**src/rtl/alu_op_decoder_pkg.sv**
```systemverilog
// Shared alu_op codes, RV32 OP/OP-IMM opcode/funct constants and the decoded-bundle layout.
// The bundle is what the skid storage holds and what the execute stage sees.
package alu_op_decoder_pkg;

  localparam logic [4:0] ALU_ADD     = 5'd0;
  localparam logic [4:0] ALU_SUB     = 5'd1;
  localparam logic [4:0] ALU_SUBU    = 5'd2;
  localparam logic [4:0] ALU_AND     = 5'd3;
  localparam logic [4:0] ALU_OR      = 5'd4;
  localparam logic [4:0] ALU_XOR     = 5'd5;
  localparam logic [4:0] ALU_LSHIFT  = 5'd6;
  localparam logic [4:0] ALU_LRSHIFT = 5'd7;
  localparam logic [4:0] ALU_ARSHIFT = 5'd8;
  localparam logic [4:0] ALU_MUL     = 5'd9;
  localparam logic [4:0] ALU_DIV     = 5'd10;
  localparam logic [4:0] ALU_DIVU    = 5'd11;
  localparam logic [4:0] ALU_REM     = 5'd12;
  localparam logic [4:0] ALU_REMU    = 5'd13;

  localparam logic [6:0] OPC_OP     = 7'b0110011;
  localparam logic [6:0] OPC_OPIMM  = 7'b0010011;
  localparam logic [6:0] F7_BASE    = 7'b0000000;
  localparam logic [6:0] F7_ALT     = 7'b0100000;
  localparam logic [6:0] F7_MULDIV  = 7'b0000001;

  typedef struct packed {
    logic [4:0]  alu_op;
    logic        use_imm;
    logic [31:0] imm;
    logic        set_lt;
    logic        is_alu;
    logic [4:0]  rd;
    logic [4:0]  rs1;
    logic [4:0]  rs2;
    logic        illegal;
  } alu_bundle_t;

  function automatic logic [31:0] shamt_imm(input logic [31:0] w);
    return {27'b0, w[24:20]};
  endfunction

  function automatic logic [31:0] i_imm(input logic [31:0] w);
    return {{20{w[31]}}, w[31:20]};
  endfunction

endpackage

```
**src/rtl/alu_op_decode_comb.sv**
```systemverilog
// Pure combinational RV32 OP/OP-IMM decode into an alu_bundle_t.
// Define RV32M_EN to decode the M-extension (f7=0000001) encodings.
module alu_op_decode_comb
  import alu_op_decoder_pkg::*;
(
  input  logic [31:0]  instr,
  output alu_bundle_t  dec
);

  logic [2:0] f3;
  logic [6:0] f7;
  logic       legal;

  assign f3 = instr[14:12];
  assign f7 = instr[31:25];

  always_comb begin
    dec        = '0;
    dec.alu_op = ALU_ADD;
    dec.rd     = instr[11:7];
    dec.rs1    = instr[19:15];
    dec.rs2    = instr[24:20];
    legal      = 1'b1;
    case (instr[6:0])
      OPC_OP: begin
        dec.is_alu = 1'b1;
        case (f7)
          F7_BASE: begin
            case (f3)
              3'b000: dec.alu_op = ALU_ADD;
              3'b001: dec.alu_op = ALU_LSHIFT;
              3'b010: begin dec.alu_op = ALU_SUB;  dec.set_lt = 1'b1; end
              3'b011: begin dec.alu_op = ALU_SUBU; dec.set_lt = 1'b1; end
              3'b100: dec.alu_op = ALU_XOR;
              3'b101: dec.alu_op = ALU_LRSHIFT;
              3'b110: dec.alu_op = ALU_OR;
              default: dec.alu_op = ALU_AND;
            endcase
          end
          F7_ALT: begin
            if (f3 == 3'b000)      dec.alu_op = ALU_SUB;
            else if (f3 == 3'b101) dec.alu_op = ALU_ARSHIFT;
            else                   legal = 1'b0;
          end
          F7_MULDIV: begin
`ifdef RV32M_EN
            // MULH/MULHSU/MULHU have no ALU code here, so they trap as illegal.
            case (f3)
              3'b000:  dec.alu_op = ALU_MUL;
              3'b100:  dec.alu_op = ALU_DIV;
              3'b101:  dec.alu_op = ALU_DIVU;
              3'b110:  dec.alu_op = ALU_REM;
              3'b111:  dec.alu_op = ALU_REMU;
              default: legal = 1'b0;
            endcase
`else
            legal = 1'b0;
`endif
          end
          default: legal = 1'b0;
        endcase
      end
      OPC_OPIMM: begin
        dec.is_alu  = 1'b1;
        dec.use_imm = 1'b1;
        dec.imm     = i_imm(instr);
        case (f3)
          3'b000: dec.alu_op = ALU_ADD;
          3'b010: begin dec.alu_op = ALU_SUB;  dec.set_lt = 1'b1; end
          3'b011: begin dec.alu_op = ALU_SUBU; dec.set_lt = 1'b1; end
          3'b100: dec.alu_op = ALU_XOR;
          3'b110: dec.alu_op = ALU_OR;
          3'b111: dec.alu_op = ALU_AND;
          3'b001: begin
            dec.imm = shamt_imm(instr);
            if (f7 == F7_BASE) dec.alu_op = ALU_LSHIFT;
            else               legal = 1'b0;
          end
          default: begin
            dec.imm = shamt_imm(instr);
            if (f7 == F7_BASE)     dec.alu_op = ALU_LRSHIFT;
            else if (f7 == F7_ALT) dec.alu_op = ALU_ARSHIFT;
            else                   legal = 1'b0;
          end
        endcase
      end
      default: ;
    endcase
    // Illegal encodings still flow so the trap is raised downstream.
    if (!legal) begin
      dec.alu_op  = ALU_ADD;
      dec.set_lt  = 1'b0;
      dec.illegal = 1'b1;
    end
  end

endmodule

```
**src/rtl/alu_op_decoder.sv**
```systemverilog
// Issue-side ALU op decoder with a 2-entry skid buffer (main reg M + skid S).
// Optional M-extension decode enabled by defining RV32M_EN.
module alu_op_decoder
  import alu_op_decoder_pkg::*;
#(
  parameter int XLEN = 32
) (
  input  logic            clk,
  input  logic            reset,
  input  logic            in_valid,
  output logic            in_ready,
  input  logic [31:0]     instr,
  output logic            out_valid,
  input  logic            out_ready,
  output logic [4:0]      alu_op,
  output logic            use_imm,
  output logic [XLEN-1:0] imm,
  output logic            set_lt,
  output logic            is_alu,
  output logic [4:0]      rd,
  output logic [4:0]      rs1,
  output logic [4:0]      rs2,
  output logic            illegal
);

  alu_bundle_t dec, m_q, s_q;
  logic        m_vld, s_vld;
  logic        accept, drain;

  alu_op_decode_comb u_dec (
    .instr (instr),
    .dec   (dec)
  );

  assign in_ready = !s_vld;
  assign accept   = in_valid && in_ready;
  assign drain    = m_vld && out_ready;

  always_ff @(posedge clk) begin
    if (!reset) begin
      m_vld <= 1'b0;
      s_vld <= 1'b0;
      m_q   <= '0;
      s_q   <= '0;
    end else if (s_vld) begin
      // Skid full: input is blocked, only a drain can move things.
      if (drain) begin
        m_q   <= s_q;
        s_vld <= 1'b0;
      end
    end else if (accept) begin
      if (!m_vld || out_ready) begin
        m_q   <= dec;
        m_vld <= 1'b1;
      end else begin
        s_q   <= dec;
        s_vld <= 1'b1;
      end
    end else if (drain) begin
      m_vld <= 1'b0;
    end
  end

  assign out_valid = m_vld;
  assign alu_op    = m_q.alu_op;
  assign use_imm   = m_q.use_imm;
  assign imm       = m_q.imm;
  assign set_lt    = m_q.set_lt;
  assign is_alu    = m_q.is_alu;
  assign rd        = m_q.rd;
  assign rs1       = m_q.rs1;
  assign rs2       = m_q.rs2;
  assign illegal   = m_q.illegal;

endmodule

```
**config.mk**
```make
export PLATFORM = sky130hd
export DESIGN_NAME = alu_op_decoder
export DESIGN_NICKNAME = d
export VERILOG_FILES = /design/src/rtl/alu_op_decoder_pkg.sv /design/src/rtl/alu_op_decode_comb.sv /design/src/rtl/alu_op_decoder.sv
export SDC_FILE = /design/constraint.sdc
export NUM_CORES = 1
export LEC_CHECK = 0
export ABC_CLOCK_PERIOD_IN_PS = 4100
export BUFFER_PORTS_ARGS = -buffer_cell sky130_fd_sc_hd__clkbuf_2
export CORE_ASPECT_RATIO = 1.1
export CORE_MARGIN = 2
export CORE_UTILIZATION = 55
export CTS_CLUSTER_SIZE = 24
export DETAILED_ROUTE_END_ITERATION = 10
export PLACE_DENSITY = 0.87
export RECOVER_POWER = 100
export SETUP_SLACK_MARGIN = 0.15
export SYNTH_ARGS = -nofsm -noshare
export SYNTH_HDL_FRONTEND = slang
export SYNTH_SLANG_ARGS = --single-unit
```
**constraint.sdc**
```tcl
create_clock -name clk -period 4.1 [get_ports clk]
set_input_delay 0.205 -clock clk [delete_from_list [all_inputs] [get_ports clk]]
set_output_delay 0.205 -clock clk [all_outputs]
set_load 0.05 [all_outputs]
```
After elaboration in Yosys (flattened, before gate mapping)
Cells that the tools add are included.
Widths: inputs -> output; s select.
{"block": "classes", "add_sub_neg": 0, "n_shift": 0, "n_eq_ne": 12, "muxes": 36, "bitwise_logic": 2, "magnitude_cmp": 0, "multipliers": 0, "n_div": 0, "n_reduce_logical": 15}
{"op": "$mux 56", "n": 4}
{"op": "$pmux 5 s7", "n": 1}
{"op": "$mux 33", "n": 1}
{"op": "$mux 32", "n": 1}
{"op": "$pmux 3 s7", "n": 1}
{"op": "$pmux 5 s2", "n": 2}
{"op": "$mux 1", "n": 16}
{"op": "$mux 5", "n": 3}
{"op": "$eq 7x6->1 const B", "n": 2}
{"op": "$eq 3x3->1 const B", "n": 4}
{"op": "$reduce_and 3->1", "n": 3}
{"op": "$mux 4", "n": 2}
{"op": "$eq 7x5->1 const B", "n": 1}
{"op": "$logic_not 7->1", "n": 1}
{"op": "$eq 3x2->1 const B", "n": 2}
{"op": "$pmux 1 s2", "n": 3}
{"op": "$reduce_bool 2->1", "n": 3}
{"op": "$reduce_or 6->1", "n": 1}
{"op": "$ne 2x1->1 const B", "n": 2}
{"op": "$pmux 2 s2", "n": 1}
{"op": "$eq 3x1->1 const B", "n": 1}
{"op": "$logic_not 3->1", "n": 1}
{"op": "$mux 3", "n": 1}
{"op": "$logic_and 1x1->1", "n": 2}
{"op": "other kinds (4)", "n": 6}
{"block": "word_totals", "regBits": 114, "mem_count": 0, "word_cells": 85, "ramBits": 0, "latch_bits": 0, "rom_bits": 0, "inputBits": 36, "out_inout_bits": 58}

Depth between registers and ports, before layout
{"block": "logic_depth", "word_depth": 9, "depth_mapped": 7, "mapped_depth_nobuf": 5}

Hierarchy
Synthesis repeated with hierarchy kept, for this count alone.
{"block": "hier_totals", "hier_cells": 592, "hier_area_um2": 5430.2}
{"module": "alu_op_decoder", "seq_area_each_um2": 2282.2, "instances": 1, "area_each_um2": 4865.9, "cells_each": 513}
{"module": "alu_op_decode_comb", "seq_area_each_um2": 0.0, "instances": 1, "area_each_um2": 564.3, "cells_each": 79}

Least setup slack after synthesis
No wires, ideal clock.
{"block": "synth_timing", "path_type": "reg2reg", "start": "register m_vld (netlist: out_valid)", "end": "register s_q[0] (netlist name)", "setup_ps": 65, "required_time_ps": 4035, "path_buffers": 1, "arrival_time_ps": 1690, "synth_period_minus_slack_ps": 1756, "slack_ps": 2344, "path_stages_with_launch": 7, "cell_sequence": "dfxtp_1 -> and2b_1 -> nand3_1 -> buf_2 -> a2111oi_0 -> a21oi_1 -> nor2b_1"}
{"block": "synth_between", "elab_chain_len": 4}
{"element": "start, declared", "line_no": "alu_op_decoder.sv:27", "source": "logic m_vld, s_vld;"}
{"element": "start signal, assigned", "line_no": "alu_op_decoder.sv:41", "source": "m_vld <= 1'b0;"}
{"element": "start signal, assigned", "line_no": "alu_op_decoder.sv:54", "source": "m_vld <= 1'b1;"}
{"element": "start signal, assigned", "line_no": "alu_op_decoder.sv:60", "source": "m_vld <= 1'b0;"}
{"element": "$logic_not 1->1", "line_no": "alu_op_decoder.sv:52", "source": "if (!m_vld || out_ready) begin"}
{"element": "$logic_or 1x1->1", "line_no": "alu_op_decoder.sv:52"}
{"element": "$not 1->1 (no line)"}
{"element": "$reduce_and 3->1 (no line)"}
{"element": "end signal, assigned", "line_no": "alu_op_decoder.sv:44", "source": "s_q <= '0;"}
{"element": "end signal, assigned", "line_no": "alu_op_decoder.sv:56", "source": "s_q <= dec;"}
{"element": "end, declared", "line_no": "alu_op_decoder.sv:26", "source": "alu_bundle_t dec, m_q, s_q;"}
No other way between the ends.
A chain may end at the register's enable or synchronous reset.

Final worst setup path
{"block": "layout_timing", "start": "register s_vld", "end": "register s_q[52] (netlist name)"}
{"block": "layout_between", "elab_chain_len": 3, "word_cells_on_any_way": 4, "classes_between": "bitwise (1); reduce/logical (3)"}
{"element": "start, declared", "line_no": "alu_op_decoder.sv:27"}
{"element": "start signal, assigned", "line_no": "alu_op_decoder.sv:42", "source": "s_vld <= 1'b0;"}
{"element": "start signal, assigned", "line_no": "alu_op_decoder.sv:49", "source": "s_vld <= 1'b0;"}
{"element": "start signal, assigned", "line_no": "alu_op_decoder.sv:57", "source": "s_vld <= 1'b1;"}
{"element": "$logic_not 1->1", "line_no": "alu_op_decoder.sv:35", "source": "assign in_ready = !s_vld;"}
{"element": "$logic_and 1x1->1", "line_no": "alu_op_decoder.sv:36", "source": "assign accept = in_valid && in_ready;"}
{"element": "$reduce_and 3->1 (no line) (*)"}
Every way passes the cells marked *; elsewhere a longest branch is shown, timed or not.

==> metrics.md <==
| Metric | Value |
|---|---|
| Status | `finished clean` |
| Seq/Total Area, Yosys | `43.5%` |
| Clock skew | `between 0.01 and 0.015 ns` |
| Row cnt | `29` |
| Placed cell count | `approximately 500` |
| Int Pwr | `1.24 mW` |
| Residual DRC | `0` |
| Final setup viols | `0` |
| Clk pin slew, worst setup/hold paths | `0.08 ns` |
| Final ANT Viol Nets | `0` |
| I/O Buffers | `92` |
| Syn Std Cell Area | `roughly 0.0033 mm2` |
| Layout Cells excl Fill | `around 510` |
| Post-CTS setup buffer count | `0` |
| Post_cts resized | `0` |
| Worst endpoint data arrival time | `3.29 ns` |
| Layout overhead on the synthesized area | `13.8%` |
| Flops & latches, synth | `72` |
| Maximum clock rate | `0.327 GHz` |
| Nets | `461` |
| Share of synthesized cell area in and, or, nand and nor gates | `between 15 and 20%` |
| Reg-to-Reg End | `s_q[52]` |
| Synth Net Count | `405` |
| Post-Syn Instances | `369` |
| Synth Flop Type | `dfxtp_1` |
| Worst path bufs/invs | `2` |
| RR Startpoint | `s_vld` |
| Critical Path End Type | `flip-flop` |
| Clock buffer count from CTS | `9` |
| Initial Util | `57.0%` |
| Final setup TNS | `0 ns` |
| Die area | `0.00666 mm2` |
| Hold Buf Count CTS | `0` |
| Peak VDD IR | `0.263 mV` |
| Crit path required time | `between 4 and 5 ns` |
| Post-Synth XOR/XNOR Area | `0.529%` |
| Slowest CP cell | `dfxtp_2` |
| Pwr/cell area | `478 mW/mm2` |
| Psw | `0.566 mW` |
| Pre-antenna DRT Iters | `4` |
| Antenna diode count | `0` |
| Beginning of the critical path | `s_vld` |
| Hpwl dp | `4.91 mm` |
| DIE HEIGHT | `85.4 um` |
| Max-slew violation count | `0` |
| Final Util | `roughly two thirds` |
| Cell Chain, Critical Path | `inv_1 > nand3_1 > clkbuf_1 > o21ai_0 > and2_0` |
| YS warnings | `0` |
| CTS Buffer Depth | `2` |
| CTS tree | `yes` |
| Number of synthesized flops with an enable pin | `0` |
| Biggest cell delay along the critical path | `roughly 1 ns` |
| Die Width | `78.0 um` |
| Final period util | `about 75%` |
| Reg2Reg Setup Slack | `1.04 ns` |
| Clock Root Buffer | `clkbuf_8` |
| CP Max Fanout | `between 40 and 50` |
| Fraction of registers with async set/reset | `0%` |
| RSZ-0062 raised after global routing | `false` |
| Comb pwr share | `19.4%` |
| Leak | `1.52 nW` |
| Critical Path Source Type | `flip-flop` |
| Multiplexer area fraction after synthesis | `4.84%` |
| Final Critical Period | `3.06 ns` |
| Crit path max-delay family | `flip-flops` |
| Via Count | `around 2.9k` |
| Slew headroom | `10.3%` |
| Fin. Hold Viols | `0` |
| Largest family of logic cells by synthesized area | `compound AO/OA/AOI/OAI gates` |
| Clock sink count | `72` |
| Reg power frac | `between 40% and 50%` |
| Max-cap check violation count | `0` |
| Initial antenna violation count | `0` |
| Sw Share | `between 30% and 40%` |
| 1st-iter DRT viols | `about 220` |
| Synthesized area per cell | `around 9 um2` |
| CP Capture Point | `s_q[52]` |
| GRT Residual Overflow | `0` |
| First-pass GRT wire length | `around 12 mm` |
| Hold path start | `instr[9]` |
| GPL Wtd Cong | `0.844` |
| Final WL | `7.51 mm` |
| Synth Area in Compound Gates | `24.3%` |
| Share of cells above drive strength 1 | `around 14%` |
| Crit Path Class | `reg -> reg` |
| Vias in the first global route | `2,661` |
| Min-delay worst type | `in -> reg` |
| Routed vias/inst | `around 5.7` |
| Clk pwr share | `37.9%` |
| WP depth | `5` |
| Largest net degree at the start of global routing | `69` |
| Least-Margin Pin Slew | `~1.3 ns` |
| GRT Util Overall | `22.9%` |
| Post-route setup slack | `1.04 ns` |
| Count of cell types in the netlist | `43` |
| Adder-cell share of the synthesized area | `0%` |
| H-Tree Depth | `3` |
| Core area | `just under 0.006 mm2` |
| WL/cell | `approximately 15 um` |
| Post-place setup slack | `1.40 ns` |
| I/O pin count | `94` |
| FF-to-FF path depth | `5` |
| WHS Path Cells | `3` |
| Clk Latency, worst-skew pair | `around 0.35 ns` |
## tightest hold or removal path: stages
cell      delay (ns)
clkbuf_2        0.09
nand2_1         0.05
a21boi_0        0.06
## final cells by class
class,instances,area (um2)
fill,522,2040
multi-input combinational,245,1570
sequential,72,1440
timing repair buffer,94,400
clock buffer,11,141
clock inverter,5,104
tap,77,96.3
inverter,3,11.3
## Yosys cell counts, types with 3 or more instances
cell,instances,share of area (%)
a21boi_0,3,0.68
a21boi_1,16,3.6
a21oi_1,18,2.7
a221oi_1,12,3.2
a22oi_1,7,1.6
and2_1,3,0.57
and3_1,3,0.57
buf_2,12,1.8
buf_4,23,5.2
clkbuf_1,13,1.5
dfxtp_1,72,44
mux2i_1,16,4.8
nand2_1,65,7.4
nor2_1,17,1.9
nor2b_1,9,1.7
o211a_1,18,5.4
o211ai_1,4,0.91
o21ai_0,20,3.0
o21ai_1,5,0.76
or3_1,3,0.57
## cell usage in the layout (no fill, tap or decap), types with 2 or more instances in the layout
cell type	synthesis	final
nand3_2	2	2
and3_1	3	3
nand2_1	65	65
a21oi_1	18	18
and2b_1	2	2
a2111oi_0	2	2
o211ai_1	4	4
or3_1	3	3
a21boi_0	3	18
o211a_1	18	18
nor2b_1	9	9
nand3_1	2	2
and2_0	0	2
clkbuf_1	13	59
clkbuf_8	0	10
nor2_1	17	17
a22oi_1	7	7
mux2i_1	16	16
clkbuf_2	0	35
a221oi_1	12	12
inv_1	2	3
nor4_4	2	2
nand2b_1	2	2
o21ai_0	20	24
bufinv_16	0	3
dfxtp_1	72	71
## cell families (layout without fill, tap and decap cells)
family,Yosys count,after routing
and+or+nand+nor,116,116
AOI/OAI and AO/OA,110,110
DFF,72,72
buffers and inverters,52,113
muxes,16,16
xor gates and xnor gates,2,2
other,1,1
## routing by layer
layer  global-route usage, %  wire, um
met4                    12.9       199
met2                    38.3      3560
met1                    27.5      3210
met3                    4.36       536
met5                       0         0
## registers in the layout (all words and copies together), names as in the netlist, 4 cells and up
name,flops
rd,5
alu_op,4
imm,12
s_q,35
rs2,5
rs1,5
## metrics by stage
stage	hold WS, ns	instance area, um2	total power, mW
after detailed placement	0.449	3610	1.15
after global routing	0.127	3770	1.87
after floorplan	0.340	3310	1.07
after CTS	0.0789	3850	1.83
final	0.107	3770	1.80
after global placement	0.440	3610	1.14
## how the worst min path moves through the flow
stage                     slack (ns)      end
after floorplan                 0.34  s_q[10]
after global placement          0.44  s_q[17]
after detailed placement        0.45   s_q[1]
after CTS                       0.08   s_q[7]
after global routing            0.13   s_q[9]
final                           0.11  s_q[13]
## power by group through the flow
stage	Sequential, mW	Combinational, mW	Clock [mW]
6_report	0.768	0.351	0.684
5_1_grt	0.773	0.373	0.720
4_1_cts	0.769	0.365	0.693
3_5_place_dp	0.785	0.362	0
3_3_place_gp	0.783	0.358	0
2_1_floorplan	0.880	0.195	0
Note: power is estimated with default switching activity, not from simulation.
